## config.mk

```make
export PLATFORM = sky130hd
export DESIGN_NAME = ps2_scan_fifo
export DESIGN_NICKNAME = d
export VERILOG_FILES = /design/src/rtl/ps2_scan_fifo.sv
export SDC_FILE = /design/constraint.sdc
export NUM_CORES = 1
export LEC_CHECK = 0
export BUFFER_PORTS_ARGS = -buffer_cell sky130_fd_sc_hd__buf_2
export CAP_MARGIN = 15
export CORE_AREA = 2 2 141 143
export CTS_CLUSTER_SIZE = 16
export DETAILED_ROUTE_END_ITERATION = 7
export DIE_AREA = 0 0 143 145
export GPL_ROUTABILITY_DRIVEN = 0
export PLACE_DENSITY = 0.41
export SYNTH_ARGS = -nofsm -noshare
export SYNTH_HDL_FRONTEND = slang
export SYNTH_SLANG_ARGS = --single-unit
```

## constraint.sdc

```tcl
create_clock -name Clock_50 -period 5.3 [get_ports Clock_50]
set_input_delay 1.06 -clock Clock_50 [delete_from_list [all_inputs] [get_ports Clock_50]]
set_output_delay 1.06 -clock Clock_50 [all_outputs]
set_load 0.05 [all_outputs]
```

## src/rtl/ps2_scan_fifo.sv

```systemverilog
// PS/2 keyboard receiver feeding a first-word-fall-through scan-code FIFO.
// Frames are checked for odd parity, stop bit and inter-edge timeout; 0xF0 can be folded into a break tag.
module ps2_scan_fifo #(
    parameter int FIFO_DEPTH     = 8,
    parameter int TIMEOUT_CYCLES = 100000,
    parameter int BREAK_MERGE    = 1
) (
    input  logic                          Clock_50,
    input  logic                          Resetn,
    input  logic                          PS2_clock,
    input  logic                          PS2_data,
    input  logic                          rd_en,
    input  logic                          clear_err,
    output logic [7:0]                    code_data,
    output logic                          code_break,
    output logic                          code_valid,
    output logic [$clog2(FIFO_DEPTH):0]   fifo_count,
    output logic                          overflow,
    output logic [7:0]                    err_count
);

    localparam int AW = $clog2(FIFO_DEPTH);
    localparam int TW = $clog2(TIMEOUT_CYCLES + 1);
    localparam logic [TW-1:0] TO_LAST    = TW'(TIMEOUT_CYCLES - 1);
    localparam logic [AW:0]   DEPTH_FULL = (AW+1)'(FIFO_DEPTH);

    typedef enum logic [1:0] {S_IDLE, S_DATA, S_PARITY, S_STOP} state_t;

    logic          clk_s1_q, clk_s2_q, clk_prev_q, dat_s1_q, dat_s2_q;
    logic          fall;
    state_t        state_q, state_d;
    logic [2:0]    bit_cnt_q, bit_cnt_d;
    logic [7:0]    shift_q, shift_d;
    logic          parity_q, parity_d;
    logic [TW-1:0] to_cnt_q, to_cnt_d;
    logic          break_pend_q, break_pend_d;
    logic          timeout_hit, frame_done, frame_good, is_f0, push_req, set_break, err_evt;

    logic [8:0]    mem_q [FIFO_DEPTH];
    logic [AW-1:0] wr_ptr_q, rd_ptr_q;
    logic [AW:0]   count_q, count_d;
    logic          pop_ok, push_ok, overflow_q, overflow_d;
    logic [7:0]    err_cnt_q, err_cnt_d;
    logic [8:0]    head;

    // Synchronisers idle high so a reset never manufactures a falling edge.
    always_ff @(posedge Clock_50 or negedge Resetn) begin
        if (!Resetn) begin
            clk_s1_q   <= 1'b1;
            clk_s2_q   <= 1'b1;
            clk_prev_q <= 1'b1;
            dat_s1_q   <= 1'b1;
            dat_s2_q   <= 1'b1;
        end else begin
            clk_s1_q   <= PS2_clock;
            clk_s2_q   <= clk_s1_q;
            clk_prev_q <= clk_s2_q;
            dat_s1_q   <= PS2_data;
            dat_s2_q   <= dat_s1_q;
        end
    end

    assign fall        = clk_prev_q & ~clk_s2_q;
    assign timeout_hit = (state_q != S_IDLE) && !fall && (to_cnt_q == TO_LAST);

    always_ff @(posedge Clock_50 or negedge Resetn) begin
        if (!Resetn) state_q <= S_IDLE;
        else         state_q <= state_d;
    end

    always_comb begin
        state_d = state_q;
        case (state_q)
            S_IDLE:   if (fall && !dat_s2_q)         state_d = S_DATA;
            S_DATA:   if (fall && bit_cnt_q == 3'd7) state_d = S_PARITY;
            S_PARITY: if (fall)                      state_d = S_STOP;
            S_STOP:   if (fall)                      state_d = S_IDLE;
            default:                                 state_d = S_IDLE;
        endcase
        if (timeout_hit) state_d = S_IDLE;
    end

    always_comb begin
        frame_done = (state_q == S_STOP) && fall;
        frame_good = frame_done && dat_s2_q && (^{parity_q, shift_q});
        is_f0      = (BREAK_MERGE != 0) && (shift_q == 8'hF0);
        push_req   = frame_good && !is_f0;
        set_break  = frame_good && is_f0;
        err_evt    = (frame_done && !frame_good) || timeout_hit;
    end

    always_comb begin
        bit_cnt_d    = bit_cnt_q;
        shift_d      = shift_q;
        parity_d     = parity_q;
        to_cnt_d     = (state_q == S_IDLE || fall || timeout_hit) ? '0 : to_cnt_q + TW'(1);
        break_pend_d = set_break ? 1'b1 : (push_req ? 1'b0 : break_pend_q);
        if (fall) begin
            if (state_q == S_IDLE) bit_cnt_d = 3'd0;
            if (state_q == S_DATA) begin
                shift_d   = {dat_s2_q, shift_q[7:1]};
                bit_cnt_d = bit_cnt_q + 3'd1;
            end
            if (state_q == S_PARITY) parity_d = dat_s2_q;
        end
    end

    always_ff @(posedge Clock_50 or negedge Resetn) begin
        if (!Resetn) begin
            bit_cnt_q    <= '0;
            shift_q      <= '0;
            parity_q     <= 1'b0;
            to_cnt_q     <= '0;
            break_pend_q <= 1'b0;
        end else begin
            bit_cnt_q    <= bit_cnt_d;
            shift_q      <= shift_d;
            parity_q     <= parity_d;
            to_cnt_q     <= to_cnt_d;
            break_pend_q <= break_pend_d;
        end
    end

    // A pop frees the head slot in the same edge, so a full FIFO still accepts a concurrent push.
    always_comb begin
        pop_ok     = rd_en && (count_q != '0);
        push_ok    = push_req && ((count_q != DEPTH_FULL) || pop_ok);
        count_d    = count_q;
        if (push_ok && !pop_ok) count_d = count_q + (AW+1)'(1);
        if (!push_ok && pop_ok) count_d = count_q - (AW+1)'(1);
        overflow_d = clear_err ? 1'b0 : ((push_req && !push_ok) ? 1'b1 : overflow_q);
        err_cnt_d  = err_cnt_q;
        if (err_evt && err_cnt_q != 8'hFF) err_cnt_d = err_cnt_q + 8'd1;
        if (clear_err) err_cnt_d = 8'd0;
    end

    always_ff @(posedge Clock_50) begin
        if (push_ok) mem_q[wr_ptr_q] <= {break_pend_q, shift_q};
    end

    always_ff @(posedge Clock_50 or negedge Resetn) begin
        if (!Resetn) begin
            wr_ptr_q   <= '0;
            rd_ptr_q   <= '0;
            count_q    <= '0;
            overflow_q <= 1'b0;
            err_cnt_q  <= '0;
        end else begin
            if (push_ok) wr_ptr_q <= wr_ptr_q + AW'(1);
            if (pop_ok)  rd_ptr_q <= rd_ptr_q + AW'(1);
            count_q    <= count_d;
            overflow_q <= overflow_d;
            err_cnt_q  <= err_cnt_d;
        end
    end

    assign head       = mem_q[rd_ptr_q];
    assign code_valid = (count_q != '0);
    assign code_data  = code_valid ? head[7:0] : 8'h00;
    assign code_break = code_valid ? head[8] : 1'b0;
    assign fifo_count = count_q;
    assign overflow   = overflow_q;
    assign err_count  = err_cnt_q;

endmodule

```

# Word-level counts from Yosys, hierarchy flattened
# Memory sizes are Yosys's and may differ from the RTL's.
# Cells that the tools add are included.
# classes
n_mux	21
reduce_logical	39
bitwise_logic	2
add_sub_neg	7
eq_ne	12
# ops
operator	count
8-bit two-way mux	3
17-bit by 1-bit adder with 17-bit output (second input constant)	1
17-bit == test (second input constant)	1
17-bit two-way mux	1
1-bit logical AND	16
3-bit != test (second input constant)	4
2-bit nonzero test	6
2-bit two-way mux	5
3-bit by 1-bit adder with 3-bit output (second input constant)	3
9-bit XOR reduction	1
8-bit by 1-bit adder with 8-bit output (second input constant)	1
8-bit == test (second input constant)	1
4-bit two-way mux	2
8-bit != test (second input constant)	1
2-bit one-hot mux with 4 select lines	1
1-bit two-way mux	7
1-bit zero test	6
3-bit two-way mux	2
2-bit AND reduction	3
4-bit by 1-bit adder with 4-bit output (second input constant)	1
2-bit == test (second input constant)	2
1-bit logical OR	4
4-bit != test (second input constant)	1
4-bit AND reduction	1
other kinds (7)	7
# totals
output_inout_bits	23
wordCells	98
ff_bits	56
n_memories	1
input_bits	6
ram_bits	72
# memory_table
memory	words	word_bits	read_ports	rd_clocked_by_memory_dff	write_ports	line_no	source
mem_q	8	9	1	0	1	39	logic [8:0] mem_q [FIFO_DEPTH];

# Logic depth before layout (Yosys ltp)
# Gate-level depths: netlist of run 1.
# depth
depth_word	11
ltp_mapped	12
mapped_depth_nobuf	12

# Worst setup path after synthesis of run 1
# No wires, ideal clock.
# synth_path
path_kind	register -> register
start	reg shift_q[4]
end	mem mem_q[0][0] (enable)
setup_slack_ps	2209
setup_time_ps	387
synth_period_minus_slack_ps	3091
n_path_buf	0
t_required_ps	4913
path_stages_with_launch	7
t_arrival_ps	2705
cell_sequence	dfrtp_1 -> ha_1 -> xnor3_1 -> xor2_1 -> nor4_1 -> nand2b_1 -> nor3_1
# synth_between
elab_chain_cells	6
elab_cells_between_ends	8
classes_between	eq/ne (1); mux (2); reduce/logical (5)
# synth_lines
item	line_no	source
from (decl)	33	logic [7:0] shift_q, shift_d;
from (signal assigned)	117	shift_q <= shift_d;
8-bit == test or 9-bit XOR reduction (tied branches)	86, 85	
1-bit zero test or 1-bit logical AND (tied branches)	87, 85	
1-bit logical AND *	87	push_req = frame_good && !is_f0;
1-bit logical AND *	127	push_ok = push_req && ((count_q != DEPTH_FULL) || pop_ok);
1-bit two-way mux *	138	if (push_ok) mem_q[wr_ptr_q] <= {break_pend_q, shift_q};
1-bit two-way mux (not written as such) *	138	
to (decl)	39	
# Mark *: on every way between the ends. The rest lies on a longest branch, timed or not.

# Worst setup path in the final report of run 1
# layout_path
start	reg rd_ptr_q[0]
end	out code_data[1]
# layout_between
elab_chain_cells	2
# layout_lines
item	line_no	source
from (decl)	40	logic [AW-1:0] wr_ptr_q, rd_ptr_q;
from (signal assigned)	150	if (pop_ok) rd_ptr_q <= rd_ptr_q + AW'(1);
memory read 8 x 9 bit	-	
8-bit two-way mux	159	assign code_data = code_valid ? head[7:0] : 8'h00;
to (decl)	14	output logic [7:0] code_data,
# No other way between the ends.

==> qor.yml, run 1 <==
rsz0062_at_grt: "false"
grt_max_degree: 57
synth_edf_count: 72
grt_pass1_wl_um: 18750
die_h_um: 145
cpMaxStageDelayCell: "dfrtp_1"
gr-total-overflow: 0
io_pins: 29
diodes: 0
drive_above_1_share: 0.2517
synth_area_per_cell_sq_um: 14.38
holdBufCountCts: 0
die_area_sq_mm: 0.02074
drt_iter0_drc: 168
clock_path_buffers: 2
drc: 0
ctsResizeCount: 0
yosysTopAreaCellShare: 0.3825
ir_drop_uv: 234.2
die_w_um: 143
ys_ff_latch: 128
area_growth_syn_to_layout_pct: 19.28
clk_pin_slew_ns: 0.06
final_cells: 714
nNetsFinal: 459
drtPass1Iterations: 4
max_stage_delay_ns: 0.78
powerDensity_mw_per_mm2: 553.9
cts_tree: "done"
final_max_slew_viol_count: 0
synth.net_count: 416
dp_hpwl_um: 7651
cp_max_fo: 11
fin_crit_sh: 0.6857
grt.met3_usage: 0.03498
setup_viol: 0
antenna_found_initial: 0
cp.required_ns: 4.24
clockRootBuffer: "clkbuf_16"
post_synth_num_cell_types: 48
worstSkewPairLatency_ns: 0.42
dpl.cell_count: 682
grt_pass1_vias: 3396
cts_sinks: 128
routed_wl_um: 11510
core_area_sq_mm: 0.01921
finalHoldViolCount: 0
ant_nets: 0
use_met2: 0.2031
fin_util: 0.3511
initial_core_util: 0.2943
synth-async-reset-ratio: 0.4375
synth_common_cells: "edfxtp_1 (72), dfrtp_1 (51), nor2_1 (42)"
tns_ns: 0
critPathLaunchType: "flop"
crit_path_end_kind: "output port"
crit_type: "flop to output port"
synthCells: 393
num_vias: 3219
crit_path_cell_trace: "buf_4 -> mux4_2 -> mux2i_1 -> nor2_1 -> buf_2"
syn-cell-area_sq_mm: 0.005653
grt_usage: 0.1210
slew_headroom: 0.3586
cts_buffers: 17
dpl-instance-area_sq_mm: 0.006131
portBuffers: 28
fin_area_sq_mm: 0.006743
tightest_slew_ns: 0.9621
finalCriticalPeriod_ns: 3.634
wire_per_inst_um: 16.11
fillers: 1891
yosysWarnings: 0
status: "completed"
seq_area_frac_synth: 0.6315
cts.htree.levels: 4
min_path_type: "flop to flop"
multi_input_area_sq_mm: 0.001988
skew_ns: 0.007061
synthTopCellsByArea: "edfxtp_1 (38%), dfrtp_1 (23%), mux4_2 (7.2%)"
worst-path-buf-inv: 2
worstPathArrival_ns: 2.57
synth_top_cell_by_area: "edfxtp_1"
cts_setup_buffers: 0
synth_ff_type: "edfxtp_1"
ff_latch_area_sq_mm: 0.003570
synth_most_common_cell: "edfxtp_1"
drv_cap: 0
totalPowerFinal_w: 0.003735
rows: 51
p_leak_nw: 2.641
crit_family: "flip-flops"
via_per_inst: 4.508
busiest_layer: "met2"
fmax_ghz: 0.2752
use_met1: 0.1500
==> report_power, final <==
group	internal [W]	switching, W
Sequential	0.00120	0.000213
Combinational	0.000434	0.000675
Clock	0.000719	0.000493
==> flip-flops by register name, summed over array words and instances, names as in the netlist, 2 cells and up <==
signal and cells:
bit_cnt_q 3, err_count 8, fifo_count 4, mem_q 72
rd_ptr_q 3, shift_q 8, state_q 2, to_cnt_q 17
wr_ptr_q 3
==> metal layers <==
| layer | up-vias | wire, um |
|---|---|---|
| met4 | 0 | 121 |
| met3 | 8 | 335 |
| li1 | 1546 | - |
| met5 | - | 0 |
| met2 | 54 | 5866 |
| met1 | 1611 | 5182 |
==> stage by stage <==
stage / hold slack [ns] / worst slack [ns]
6_report: 0.3556 / 1.666
5_1_grt: 0.3604 / 1.425
3_5_place_dp: 0.3468 / 1.821
2_1_floorplan: 0.3452 / 2.209
3_3_place_gp: 0.3457 / 1.847
4_1_cts: 0.3563 / 1.537
==> cell families (layout without fill, tap and decap cells) <==
group / Yosys count / in the layout / share of synthesized area
muxes: 46 / 46 / 0.1248
buffers and inverters: 24 / 80 / 0.01771
adders and majority gates: 17 / 17 / 0.03896
DFF: 128 / 128 / 0.6315
and+or+nand+nor: 125 / 125 / 0.1131
AOI/OAI and AO/OA: 28 / 28 / 0.03276
xor gates and xnor gates: 25 / 25 / 0.04117
==> area by class of cell <==
class | count | area share
Clock buffer | 17 | 0.06309
Clock inverter | 15 | 0.02765
Inverter | 13 | 0.007237
Multi-Input combinational cell | 241 | 0.2949
Sequential cell | 128 | 0.5294
Tap cell | 265 | 0.04917
Timing Repair Buffer | 35 | 0.02858
==> worst paths after layout <==
path	startpoint	end	cells past startpoint	slack (ns)
worst max-delay path	rd_ptr_q[0]$_DFFE_PN0P_	code_data[1]	5	1.67
worst min-delay path	dat_s1_q$_DFF_PN1_	dat_s2_q$_DFF_PN1_	0	0.36
worst max register to register	shift_q[4]$_DFFE_PN0P_	mem_q[1][4]$_DFFE_PP_	6	1.90
worst min register to register	dat_s1_q$_DFF_PN1_	dat_s2_q$_DFF_PN1_	0	0.36
max in group asynchronous	Resetn	err_count[0]$_DFFE_PN0P_	2	3.99
min in group asynchronous	Resetn	err_count[4]$_DFFE_PN0P_	2	0.78
==> layout by cell type (no fill, tap or decap), types with 8 or more instances in the layout <==
master and instances:
o21ai_0 9, nand4_1 8, mux2_2 15, nand3_1 8
clkbuf_16 17, mux4_2 18, xor2_1 14, xnor2_1 10
nand2_1 26, nor2_1 42, edfxtp_1 72, dfrtp_1 51
buf_2 28, inv_1 12, ha_1 16, mux2i_1 12
Power figures use the tool's default switching activity.
==> run 2, diff against run 1 <==
==> constraint.sdc (replaced) <==
create_clock -name Clock_50 -period 3.6 [get_ports Clock_50]
set_input_delay 0.72 -clock Clock_50 [delete_from_list [all_inputs] [get_ports Clock_50]]
set_output_delay 0.72 -clock Clock_50 [all_outputs]
set_load 0.05 [all_outputs]
==> run 2 against run 1 <==
  * First-iteration DRC count is 42% lower
  * Die area did not move
  * Global-route usage grew 0.23 points
  * Via count up 0.22%
  * Non-clock buffer count is 9 higher
  * Cell area barely moved
  * Critical path depth is 6 higher
  * Sequential share of layout area hardly changed
  * Total power is 43% higher
  * Register-to-register slack lost 1.6 ns
  * Utilization is essentially flat
  * Setup slack worse by 1.4 ns
  * Critical path type is now flop to flop
  * Highest routed layer unchanged
==> qor.yml, run 2 (same netlist as run 1, synthesis figures left out) <==
reg2regPathDepth: 11
critPathLaunchType: "flop"
fillers: 1858
clock_path_buffers: 2
crit_path_cell_trace: "ha_1 -> xnor3_1 -> xor2_1 -> o31ai_1 -> inv_1 -> ha_1 -> a21o_1 -> a21oi_1 -> or3_1 -> mux2i_1 -> xor2_1"
portBuffers: 28
rrSetupSlack_ns: 0.29
dp_hpwl_um: 7536
max_stage_delay_ns: 0.50
powerDensity_mw_per_mm2: 790.7
cts_sinks: 128
finalCriticalPeriod_ns: 3.310
die_area_sq_mm: 0.02074
die_h_um: 145
ctsResizeCount: 0
io_pins: 29
rr_endpoint: "fifo_count[3]$_DFFE_PN0P_"
skew_ns: 0.006097
cp-startpoint: "shift_q[4]$_DFFE_PN0P_"
largest_reg_flops: 72
min_path_cells: 0
worstSkewPairLatency_ns: 0.41
grt_pass1_vias: 3403
cts.htree.levels: 4
via_per_inst: 4.462
status: "completed"
crit_path_end_kind: "flop"
nNetsFinal: 468
grt_usage: 0.1233
endpoint: "fifo_count[3]$_DFFE_PN0P_"
die_w_um: 143
drc: 0
routed_wl_um: 11700
critical_path_depth: 11
finalHoldViolCount: 0
largestRegisters: "mem_q: 72 flops, to_cnt_q: 17 flops"
crit_type: "flop to flop"
clk_pin_slew_ns: 0.05
cts_tree: "done"
holdBufCountCts: 0
cpMaxStageDelayCell: "o31ai_1"
tns_ns: 0
area_growth_syn_to_layout_pct: 19.23
min_path_type: "flop to flop"
setup_viol: 0
crit_family: "XOR/XNOR gates"
worst-path-buf-inv: 1
reg2reg_from: "shift_q[4]$_DFFE_PN0P_"
final_max_slew_viol_count: 0
clockRootBuffer: "clkbuf_16"
cp.required_ns: 3.94
drt_iter0_drc: 97
rsz0062_at_grt: "false"
p_leak_nw: 2.650
antenna_found_initial: 0
ant_nets: 0
initial_core_util: 0.2943
cts_buffers: 17
core_area_sq_mm: 0.01921
wire_per_inst_um: 16.18
regMostFlops: "mem_q"
rows: 51
num_vias: 3226
drv_cap: 0
multi_input_area_sq_mm: 0.001983
tightest_slew_ns: 0.7703
final_common_cell: "edfxtp_1"
fmax_ghz: 0.3021
cts_setup_buffers: 0
grt_pass1_wl_um: 18910
fin_crit_sh: 0.9194
slew_headroom: 0.4864
grt_max_degree: 57
diodes: 0
ir_drop_uv: 356.0
ff_latch_area_sq_mm: 0.003570
worstPathArrival_ns: 3.65
totalPowerFinal_w: 0.005330
cp_max_fo: 11
drive_above_1_share: 0.2511
mostFrequentLayoutCells: "edfxtp_1 (72), dfrtp_1 (51), nor2_1 (42)"
gr-total-overflow: 0
drtPass1Iterations: 4
## run 2: worst min-delay path by stage
stage | from | endpoint
6_report | dat_s1_q$_DFF_PN1_ | dat_s2_q$_DFF_PN1_
3_5_place_dp | clk_s1_q$_DFF_PN1_ | clk_s2_q$_DFF_PN1_
5_1_grt | clk_s1_q$_DFF_PN1_ | clk_s2_q$_DFF_PN1_
3_3_place_gp | dat_s1_q$_DFF_PN1_ | dat_s2_q$_DFF_PN1_
4_1_cts | dat_s1_q$_DFF_PN1_ | dat_s2_q$_DFF_PN1_
2_1_floorplan | clk_s1_q$_DFF_PN1_ | clk_s2_q$_DFF_PN1_
## run 2: layer usage
metal  GRT usage  up-vias  wire length, um
met1      0.1576     1630             5494
met5           0        -                0
li1            -     1553                -
met3     0.03828        9              343
met4     0.04109        0              138
met2      0.1981       34             5724
## run 2: worst reg2reg max path, stage by stage, from the launching register on
cell and delay (ns):
dfrtp_1 0.49, ha_1 0.33, xnor3_1 0.44, xor2_1 0.24, o31ai_1 0.50, inv_1 0.15, ha_1 0.30, a21o_1 0.10
a21oi_1 0.06, or3_1 0.30, mux2i_1 0.17, xor2_1 0.15
## run 2: where the power goes
part / switching, W / internal, W / leakage [nW]
clock: 0.000583 / 0.000996 / 0.268
sequential: 0.000269 / 0.00177 / 1.38
combinational: 0.00106 / 0.000656 / 1.01
total: 0.00191 / 0.00342 / 2.65
## run 2: layout make-up
cell class / count / share of cell area
clock inverter: 7 / 0.009096
sequential: 128 / 0.5296
tap: 265 / 0.04919
timing repair buffer: 44 / 0.03861
multi-input combinational: 241 / 0.2942
inverter: 13 / 0.007240
clock buffer: 25 / 0.07203
## run 2: through the flow
| stage | hold slack (ns) | utilization | setup WS, ns | instances | cell area [sq um] |
|---|---|---|---|---|---|
| 2_1_floorplan | 0.3452 | - | 0.5085 | 393 | 5653 |
| 3_3_place_gp | 0.3471 | 0.3225 | 0.3376 | 691 | 6193 |
| 3_5_place_dp | 0.3475 | 0.3225 | 0.2344 | 691 | 6193 |
| 4_1_cts | 0.3558 | 0.3509 | 0.2338 | 723 | 6740 |
| 5_1_grt | 0.3631 | 0.3509 | 0.02747 | 723 | 6740 |
| 6_report | 0.3549 | 0.3509 | 0.2900 | 723 | 6740 |
==> run 3, diff against run 2 <==
==> constraint.sdc (replaced) <==
create_clock -name Clock_50 -period 3.6 [get_ports Clock_50]
set_input_delay 0.18 -clock Clock_50 [delete_from_list [all_inputs] [get_ports Clock_50]]
set_output_delay 0.18 -clock Clock_50 [all_outputs]
set_load 0.02 [all_outputs]
==> run 3 against run 2 <==
  * Sequential power increased by 2%
  * Clock skew increased by 0.0011 ns
  * Routed wire length rose by 0.31%
  * Maximum frequency grew 0.72%
  * Non-clock buffer count up 1
  * Global-route usage about the same
  * Via count rose by 0.40%
  * First-iteration DRC count rose by 42%
  * Cell area increased by 0.98%
  * Critical endpoint unchanged
  * Highest routed layer unchanged
==> qor.yml, run 3 (same netlist as run 1, synthesis figures left out) <==
cp_max_fo: 11
ctsResizeCount: 0
worstPathArrival_ns: 3.62
pwr-share-comb: 0.265
largestRegisters: "mem_q: 72 flops, to_cnt_q: 17 flops"
status: "completed"
ant_nets: 0
antenna_found_initial: 0
wire_per_inst_um: 16.21
portBuffers: 28
ff_latch_area_sq_mm: 0.003570
die_h_um: 145
cts_tree: "done"
num_vias: 3239
finalCriticalPeriod_ns: 3.286
rsz0062_at_grt: "false"
clockRootBuffer: "clkbuf_16"
io_pins: 29
gr-total-overflow: 0
p_sw_frac: 0.3186
switching_power_w: 0.001655
critPathLaunchType: "flop"
crit_type: "flop to flop"
p_int_w: 0.003540
crit_path_end_kind: "flop"
die_area_sq_mm: 0.02074
worstSkewPairLatency_ns: 0.41
fmax_ghz: 0.3043
fillers: 1859
seqPwrFrac: 0.403
regMostFlops: "mem_q"
mostFrequentLayoutCells: "edfxtp_1 (72), dfrtp_1 (51), nor2_1 (42)"
finalHoldViolCount: 0
initial_core_util: 0.2943
multi_input_area_sq_mm: 0.001983
die_w_um: 143
cts_sinks: 128
ir_drop_uv: 344.9
fin_util: 0.3544
nNetsFinal: 469
drt_iter0_drc: 138
final_common_cell: "edfxtp_1"
grt_usage: 0.1228
core_area_sq_mm: 0.01921
drive_above_1_share: 0.2549
rows: 51
min_path_type: "input port to flop"
diodes: 0
cts_buffers: 17
fin_crit_sh: 0.9129
grt_pass1_vias: 3413
slew_headroom: 0.3274
p_clk_frac: 0.333
grt_pass1_wl_um: 18980
cts.htree.levels: 4
tightest_slew_ns: 1.009
area_growth_syn_to_layout_pct: 20.41
clk_pin_slew_ns: 0.06
grt_max_degree: 45
drc: 0
powerDensity_mw_per_mm2: 763.3
routed_wl_um: 11740
via_per_inst: 4.474
setup_viol: 0
cp.required_ns: 3.93
dp_hpwl_um: 7582
skew_ns: 0.007154
drtPass1Iterations: 4
largest_reg_flops: 72
clock_path_buffers: 2
tns_ns: 0
p_leak_nw: 2.684
drv_cap: 0
final_max_slew_viol_count: 0
## run 3: cell count changes in the layout (fill, tap and decap cells not counted)
cell and change:
clkinv_1 -1, clkinv_4 +2, clkinvlp_4 -1, dlygate4sd3_1 +3, clkinv_2 +2, bufinv_16 +2, clkbuf_1 -3, buf_4 -2
clkbuf_8 -1
## run 3: cell type report
cell class,count,share of cell area
Sequential cell,128,0.5244
Clock inverter,11,0.02022
Multi-Input combinational cell,241,0.2914
Clock buffer,21,0.06765
Inverter,13,0.007169
Timing Repair Buffer,45,0.04044
Tap cell,265,0.04871
## run 3: per-layer routing
metal / GRT usage / share of wire / up-vias / routed length, um
met5: 0 / 0 / - / 0
met1: 0.1584 / 0.45 / 1621 / 5269
met3: 0.03762 / 0.043 / 14 / 501
met2: 0.1974 / 0.50 / 49 / 5821
met4: 0.03861 / 0.012 / 0 / 144
li1: - / - / 1555 / -
## run 3: what timing repair did
action | in CTS | in global routing
hold endpoints to repair | 3 | 0
buffers inserted | 0 | 0
hold buffers | 3 | 0
## run 3: metrics by stage
stage | cell area, sq um | hold slack (ns) | total power, W | worst slack (ns) | cells
after floorplan | 5653 | -0.1156 | 0.003073 | 0.5085 | 393
after global placement | 6178 | 0.2858 | 0.003533 | 0.3508 | 689
after detailed placement | 6178 | 0.2866 | 0.003548 | 0.2916 | 689
after CTS | 6807 | 0.01441 | 0.005306 | 0.2523 | 724
after global routing | 6807 | 0.03466 | 0.005526 | 0.02697 | 724
final | 6807 | 0.03405 | 0.005195 | 0.3137 | 724
## run 3: power groups by stage
stage / Clock (W) / Combinational, W / Sequential (W)
after floorplan: 0 / 0.00111 / 0.00197
after global routing: 0.00184 / 0.00154 / 0.00215
after CTS: 0.00178 / 0.00142 / 0.00211
after global placement: 0 / 0.00141 / 0.00213
final: 0.00173 / 0.00137 / 0.00209
after detailed placement: 0 / 0.00141 / 0.00214
## run 3: worst paths after layout
check	slack, ns	to	depth (start not counted)	from
worst max-delay path	0.31	fifo_count[3]$_DFFE_PN0P_	11	shift_q[4]$_DFFE_PN0P_
worst min-delay path	0.03	rd_ptr_q[0]$_DFFE_PN0P_	3	rd_en
worst max register to register	0.31	fifo_count[3]$_DFFE_PN0P_	11	shift_q[4]$_DFFE_PN0P_
worst min register to register	0.35	dat_s2_q$_DFF_PN1_	0	dat_s1_q$_DFF_PN1_
max in group asynchronous	2.33	shift_q[2]$_DFFE_PN0P_	3	Resetn
min in group asynchronous	0.48	err_count[6]$_DFFE_PN0P_	2	Resetn
## run 3: critical path, stage by stage, from the launching register on
cell and delay [ns]:
dfrtp_1 0.49, ha_1 0.34, xnor3_1 0.43, xor2_1 0.24
o31ai_1 0.48, inv_1 0.12, ha_1 0.30, a21o_1 0.10
a21oi_1 0.06, or3_1 0.30, mux2i_1 0.17, xor2_1 0.17
